## src/rtl/seq_long_divider.sv

```systemverilog
// Multi-cycle unsigned restoring long divider: Q = D / M, R = D % M, one quotient bit per clock.
// Start/done handshake, registered results held until the next done, divide-by-zero flag.
module seq_long_divider #(
  parameter int DW = 8,
  parameter int MW = 4
) (
  input  logic          clk,
  input  logic          rst,
  input  logic          start,
  input  logic [DW-1:0] D,
  input  logic [MW-1:0] M,
  output logic          busy,
  output logic          done,
  output logic [DW-1:0] Q,
  output logic [MW-1:0] R,
  output logic          div_by_zero
);

  localparam int CW = $clog2(DW + 1);

  localparam logic [1:0] IDLE = 2'd0;
  localparam logic [1:0] RUN  = 2'd1;
  localparam logic [1:0] DONE = 2'd2;

  logic [1:0]    r_state;
  logic [DW-1:0] r_dsr;
  logic [MW:0]   r_pr;
  logic [DW-1:0] r_quo;
  logic [MW-1:0] r_m;
  logic [CW-1:0] r_cnt;
  logic          r_busy;
  logic          r_done;
  logic [DW-1:0] r_q;
  logic [MW-1:0] r_r;
  logic          r_dz;

  logic [MW:0]   w_pr_sh;
  logic          w_ge;
  logic [MW:0]   w_pr_nx;
  logic [DW-1:0] w_quo_nx;

  // One restoring step: shift the next dividend bit into pr, subtract M when it fits.
  always_comb begin
    w_pr_sh  = (r_pr << 1) | {{MW{1'b0}}, r_dsr[DW-1]};
    w_ge     = (w_pr_sh >= {1'b0, r_m});
    w_pr_nx  = w_ge ? (w_pr_sh - {1'b0, r_m}) : w_pr_sh;
    w_quo_nx = (r_quo << 1) | {{(DW-1){1'b0}}, w_ge};
  end

  // FSM, datapath and registered outputs; results are written on the edge that enters DONE.
  always_ff @(posedge clk) begin
    if (rst) begin
      r_state <= IDLE;
      r_dsr   <= '0;
      r_pr    <= '0;
      r_quo   <= '0;
      r_m     <= '0;
      r_cnt   <= '0;
      r_busy  <= 1'b0;
      r_done  <= 1'b0;
      r_q     <= '0;
      r_r     <= '0;
      r_dz    <= 1'b0;
    end else begin
      r_done <= 1'b0;
      case (r_state)
        IDLE, DONE: begin
          if (start) begin
            r_m <= M;
            if (M != '0) begin
              r_dsr   <= D;
              r_pr    <= '0;
              r_quo   <= '0;
              r_cnt   <= CW'(DW);
              r_busy  <= 1'b1;
              r_state <= RUN;
            end else begin
              r_done  <= 1'b1;
              r_q     <= {DW{1'b1}};
              r_r     <= D[MW-1:0];
              r_dz    <= 1'b1;
              r_state <= DONE;
            end
          end else begin
            r_state <= IDLE;
          end
        end
        RUN: begin
          r_dsr <= r_dsr << 1;
          r_pr  <= w_pr_nx;
          r_quo <= w_quo_nx;
          r_cnt <= r_cnt - CW'(1);
          // Last quotient bit: publish the result directly from the step logic.
          if (r_cnt == CW'(1)) begin
            r_busy  <= 1'b0;
            r_done  <= 1'b1;
            r_q     <= w_quo_nx;
            r_r     <= w_pr_nx[MW-1:0];
            r_dz    <= 1'b0;
            r_state <= DONE;
          end else begin
            r_state <= RUN;
          end
        end
        default: begin
          r_busy  <= 1'b0;
          r_state <= IDLE;
        end
      endcase
    end
  end

  assign busy        = r_busy;
  assign done        = r_done;
  assign Q           = r_q;
  assign R           = r_r;
  assign div_by_zero = r_dz;

endmodule

```

## config.mk

```make
export PLATFORM = sky130hd
export DESIGN_NAME = seq_long_divider
export DESIGN_NICKNAME = d
export VERILOG_FILES = /design/src/rtl/seq_long_divider.sv
export SDC_FILE = /design/constraint.sdc
export NUM_CORES = 1
export LEC_CHECK = 0
export CAP_MARGIN = 0
export CORE_UTILIZATION = 55
export CTS_BUF_LIST = sky130_fd_sc_hd__clkbuf_8
export CTS_CLUSTER_SIZE = 25
export DETAILED_ROUTE_END_ITERATION = 8
export HOLD_SLACK_MARGIN = 0.08
export MAX_ROUTING_LAYER = met4
export PLACE_DENSITY = 0.81
export SETUP_SLACK_MARGIN = 0.02
export SYNTH_ARGS = -nofsm -noshare
export SYNTH_HDL_FRONTEND = slang
export SYNTH_SLANG_ARGS = --single-unit
```

## constraint.sdc

```tcl
create_clock -name clk -period 2.6 [get_ports clk]
set_clock_uncertainty 0.2 [all_clocks]
set_input_delay 0.52 -clock clk [delete_from_list [all_inputs] [get_ports clk]]
set_output_delay 0.52 -clock clk [all_outputs]
set_load 0.03 [all_outputs]
```

After elaboration in Yosys (flattened, before gate mapping)

Index checks and enable logic that the tools add are counted.

Eq/ne operators: 7
Bitwise gates (word level): 2
$add $sub $neg: 2
Multiplexer cells: 36
Reduce and logical (&&, ||, !) cells: 8
$lt $le $gt $ge: 1

Operators with widths:

| kind                                                                | count |
|---|---|
| 8-bit 2-to-1 mux                                                    | 5 |
| 4-bit 2-to-1 mux                                                    | 8 |
| 8-bit case mux with 2 select lines                                  | 2 |
| 4-bit case mux with 2 select lines                                  | 3 |
| 7-bit 2-to-1 mux                                                    | 2 |
| 7-bit case mux with 2 select lines                                  | 1 |
| 1-bit 2-to-1 mux                                                    | 8 |
| 2-bit inequality test (second input constant)                       | 4 |
| 8-bit by 1-bit bitwise OR with 8-bit output                         | 1 |
| 2-bit 2-to-1 mux                                                    | 3 |
| 1-bit case mux with 2 select lines                                  | 3 |
| 3-bit AND reduction                                                 | 2 |
| 5-bit by 4-bit >= comparator with 1-bit output                      | 1 |
| 5-bit by 1-bit bitwise OR with 5-bit output                         | 1 |
| 4-bit by 1-bit == test with 1-bit output (second input constant)    | 1 |
| 2-bit case mux with 2 select lines                                  | 1 |
| 4-bit AND reduction                                                 | 1 |
| 4-bit nonzero test                                                  | 1 |
| 4-bit by 1-bit subtractor with 4-bit output (second input constant) | 1 |
| 4-bit subtractor                                                    | 1 |
| 2-bit by 1-bit == test with 1-bit output (second input constant)    | 1 |
| 2-bit == test (second input constant)                               | 1 |
| 2-bit logical NOT                                                   | 1 |
| 2-bit AND reduction                                                 | 1 |
| 2 further kinds                                                     | 2 |

Bits of input ports: 15
Output and inout bits: 15
Register bits after elaboration: 44
Word-level logic and storage cells: 67

Longest topological paths before layout

Word-level depth: 5
Gate-level depth with buffers: 8
Gate-level depth less buffers: 8

Worst setup path after synthesis

No wires, ideal clock.

Path kind: flip-flop to flip-flop
Start: register r_m[1]
End: register r_r[0] (netlist: R[0])
Clock period less this slack: 1.924 ns
Cell stages (with the launch flop): 8
Setup slack: 0.676 ns
Required time: 2.263 ns
Setup time: 0.137 ns
Data arrival time: 1.588 ns
Buffers on the path: 0
Cells stage by stage: dfxtp_1 > inv_1 > ha_1 > or4_4 > a21oi_1 > nor2_1 > o211ai_2 > a311oi_2

Word-level cells in the longest chain between the ends: 4

Ends and longest elaborated chain:

| what                                           | RTL line | RTL |
|---|---|---|
| start, declared                                | 29       | `logic [MW-1:0] r_m;` |
| start signal, assigned                         | 57       | `r_m <= '0;` |
| start signal, assigned                         | 69       | `r_m <= M;` |
| 5-bit by 4-bit >= comparator with 1-bit output | 45       | `w_ge = (w_pr_sh >= {1'b0, r_m});` |
| 4-bit 2-to-1 mux                               | 46       | `w_pr_nx = w_ge ? (w_pr_sh - {1'b0, r_m}) : w_pr_sh;` |
| 4-bit 2-to-1 mux                               | 94       | `if (r_cnt == CW'(1)) begin` |
| 4-bit case mux with 2 select lines             | 66       | `case (r_state)` |
| end signal, assigned                           | 80       | `r_r <= D[MW-1:0];` |
| end signal, assigned                           | 98       | `r_r <= w_pr_nx[MW-1:0];` |
| end, declared                                  | 34       | `logic [MW-1:0] r_r;` |

No other way between the ends. The select of a mux whose other input is x is not followed.
A chain may end at the register's enable or synchronous reset.

Worst setup path in the final report

Start: register r_m[2]
End: register r_r[3] (netlist: R[3])

Word-level cells in the longest chain between the ends: 4
Elaborated cells on any way between the ends: 5
Classes of those cells: add/sub (1); order compare (1); mux (3)

Ends and longest elaborated chain:

| what                                                                                      | RTL line |
|---|---|
| 4-bit subtractor / 5-bit by 4-bit >= comparator with 1-bit output (equally long branches) | 46, 45 |
| 4-bit 2-to-1 mux *                                                                        | 46 |
| 4-bit 2-to-1 mux *                                                                        | 94 |
| 4-bit case mux with 2 select lines *                                                      | 66 |

Mark *: on every way between the ends. The rest lies on a longest branch, timed or not. The select of a mux whose other input is x is not followed.

==> results.toml <==
[outcome]
status = "complete, no violations"

[synth]
yosysTopAreaCell = "dfxtp_1"
ys_dominant_reg_cell = "dfxtp_1"
synth_nets = 260
synth_top_family_by_area = "simple AND/OR/NAND/NOR gates"
syn_inst = 238
async_flop_share = 0
syn_area_mm2 = 0.001981
seq_area_frac_synth = 0.4346
synth_top_area_frac = 0.4346
synth-warning-count = 0
synth_cell_types = 39
synth_area_leaders = "dfxtp_1 (43%), nand2_1 (7.8%), nor2_1 (7.2%)"
synthAdderAreaFrac = 0.04801
synth_edf_count = 0
synth-seq-cells = 43
synth_mux_area_frac = 0.005054
yosys.area_share.simple = 0.2622
synth_compound_area_frac = 0.1845
post_synth.cell_area_avg_um2 = 8.322
synth_xor_area_frac = 0.01327

[timing]
finalHoldViolCount = 0
fin_crit_sh = 0.8217
slew_headroom = 0.6433
whs_ps = 256.4
rsz0062_at_grt = "false"
setup_viol = 0
period_needed_ps = 2137
tns_ps = 0
max_clock_freq_mhz = 468.0
worst-slew-pin-transition_ps = 535.0
drv_slew = 0

[worst_setup_path]
worstPathArrival_ps = 2100
r2r-end = "R[3]$_SDFFE_PP0P_"
worstPathMaxFanout = 6
path_class = "flip-flop to flip-flop"
r2r_slack_ps = 460
end_kind = "flip-flop"
reg2reg_depth = 7
crit_path_start_kind = "flip-flop"
worstPathRequired_ps = 2570
r2r_start = "r_m[2]$_SDFFE_PP0P_"

[min_path]
min_path_type = "flip-flop to flip-flop"
holdPathStages = 2
min_to = "r_m[3]$_SDFFE_PP0P_"
hp-start = "r_m[3]$_SDFFE_PP0P_"

[die]
pin_count = 30
core_area_mm2 = 0.003390
start_util = 0.5843
fp.dieH_um = 62.01
die_w_um = 62.01
num_rows = 21
die_area_mm2 = 0.003845

[clocking]
clock-sinks = 43
clk-insertion-delay-late_ps = 300
cts_made_buffers = 5
hold_buffers = 0
cts_resized = 0
postCtsSetupBuffers = 0
cts_tree = "built"
clkTransAtPathRegs_ps = 80
clock_path_buffers = 2
cts_max_level = 2
cts_root_buf = "clkbuf_8"

[placement]
portBuffers = 29
gp_congestion = 0.8729
place_hpwl_um = 2978

[drt]
vias_per_cell = 5.580
drt_pre_antenna_iters = 5
drc = 0
wl_per_cell_um = 13.41
drt-initial-drc-count = 113
vias = 1741
wl_um = 4183
antenna_left = 0

[finish]
area_growth_syn_to_layout_pct = 20.47
drive_above_1_share = 0.09023
final_cell_mix = "dfxtp_1 (43), nand2_1 (41), nor2_1 (38)"
layout_commonest_cell = "dfxtp_1"
n_antenna_cell = 0
fin_nets = 287

[job]
cap_violations = 0

[global_route]
grt_pass1_wl_um = 6886
grt.total_usage = 0.2525
gr-total-overflow = 0
grt_max_degree = 44
grt_pass1_vias = 1586
antenna_found_initial = 0

[pwr]
p_leak_uw = 0.0009012
ir_drop_mv = 0.4593
power_density_mw_per_mm2 = 653.4
## power breakdown
part           switching [µW]  total [µW]  internal [µW]
Sequential               40.1         752            712
Combinational             230         396            165
Clock                     227         411            184
Total                     498        1560           1060
## cell usage after synthesis (all sizes together) (2+ instances only)
library cell / number
nor2: 38
a31oi: 4
xnor2: 2
dfxtp: 43
a311oi: 11
nand2b: 4
nand3: 8
o211ai: 2
nor2b: 2
buf: 8
or4: 2
a211oi: 3
inv: 7
nand2: 44
ha: 6
a21oi: 20
o21ai: 3
nor3: 11
clkbuf: 6
nor4: 2
## worst max-delay path: stages, from the launching register on
cell and delay, ps:
dfxtp_1 340, inv_1 40, ha_1 360, a2111o_1 440, a31oi_1 170, o2bb2ai_1 80, a31oi_1 260, a211oi_1 120
## sequential cells by signal, indices dropped and copies added (netlist names)
register / cells
R: 4
r_state: 1
r_pr: 4
r_quo: 7
r_dsr: 8
done: 1
r_m: 4
div_by_zero: 1
Q: 8
r_cnt: 4
busy: 1
## per-layer routing
| layer | share of wire | GRT usage | wire length (µm) | vias up |
|---|---|---|---|---|
| met2 | 0.47 | 0.3875 | 1985 | 37 |
| met3 | 0.029 | 0.04141 | 123 | 11 |
| met1 | 0.47 | 0.3230 | 1977 | 817 |
| met4 | 0.023 | 0.1206 | 97 | 0 |
| li1 | - | - | - | 876 |
| met5 | 0 | - | 0 | - |
## worst max path at each step
stage	endpoint	depth (start not counted)	from	slack, ps
2_1_floorplan	R[0]$_SDFFE_PP0P_	7	r_m[1]$_SDFFE_PP0P_	680
3_3_place_gp	r_pr[3]$_SDFFE_PP0P_	6	M[3]	270
3_5_place_dp	r_dsr[4]$_SDFFE_PP0P_	5	M[3]	200
4_1_cts	R[3]$_SDFFE_PP0P_	7	r_m[2]$_SDFFE_PP0P_	470
5_1_grt	R[1]$_SDFFE_PP0P_	7	M[3]	340
6_report	R[3]$_SDFFE_PP0P_	7	r_m[2]$_SDFFE_PP0P_	460
## cells by family (layout without fill, tap and decap cells)
| logic type | after synthesis | count (layout) |
|---|---|---|
| AOI/OAI and AO/OA | 49 | 49 |
| DFF | 43 | 43 |
| xor gates and xnor gates | 3 | 3 |
| buffers and inverters | 21 | 49 |
| adders and majority gates | 7 | 7 |
| and+or+nand+nor | 114 | 114 |
| muxes | 1 | 1 |
## area by class of cell
type	count	area [µm²]
Multi-Input combinational cell	174	1016
Fill cell	273	1003
Sequential cell	43	860.8
Timing Repair Buffer	34	340.3
Clock buffer	5	68.82
Tap cell	46	57.56
Inverter	7	26.28
Clock inverter	3	16.27
## metrics by stage
step	util	std cells	cell area, µm²	total power [µW]	setup slack, ps
2_1_floorplan	-	238	1981	1043	675.5
5_1_grt	0.7040	312	2386	1640	343.9
3_3_place_gp	0.6788	304	2301	1152	269.1
4_1_cts	0.7040	312	2386	1561	472.0
3_5_place_dp	0.6788	304	2301	1162	198.5
6_report	0.7040	312	2386	1559	463.5
Power figures use the tool's default switching activity.
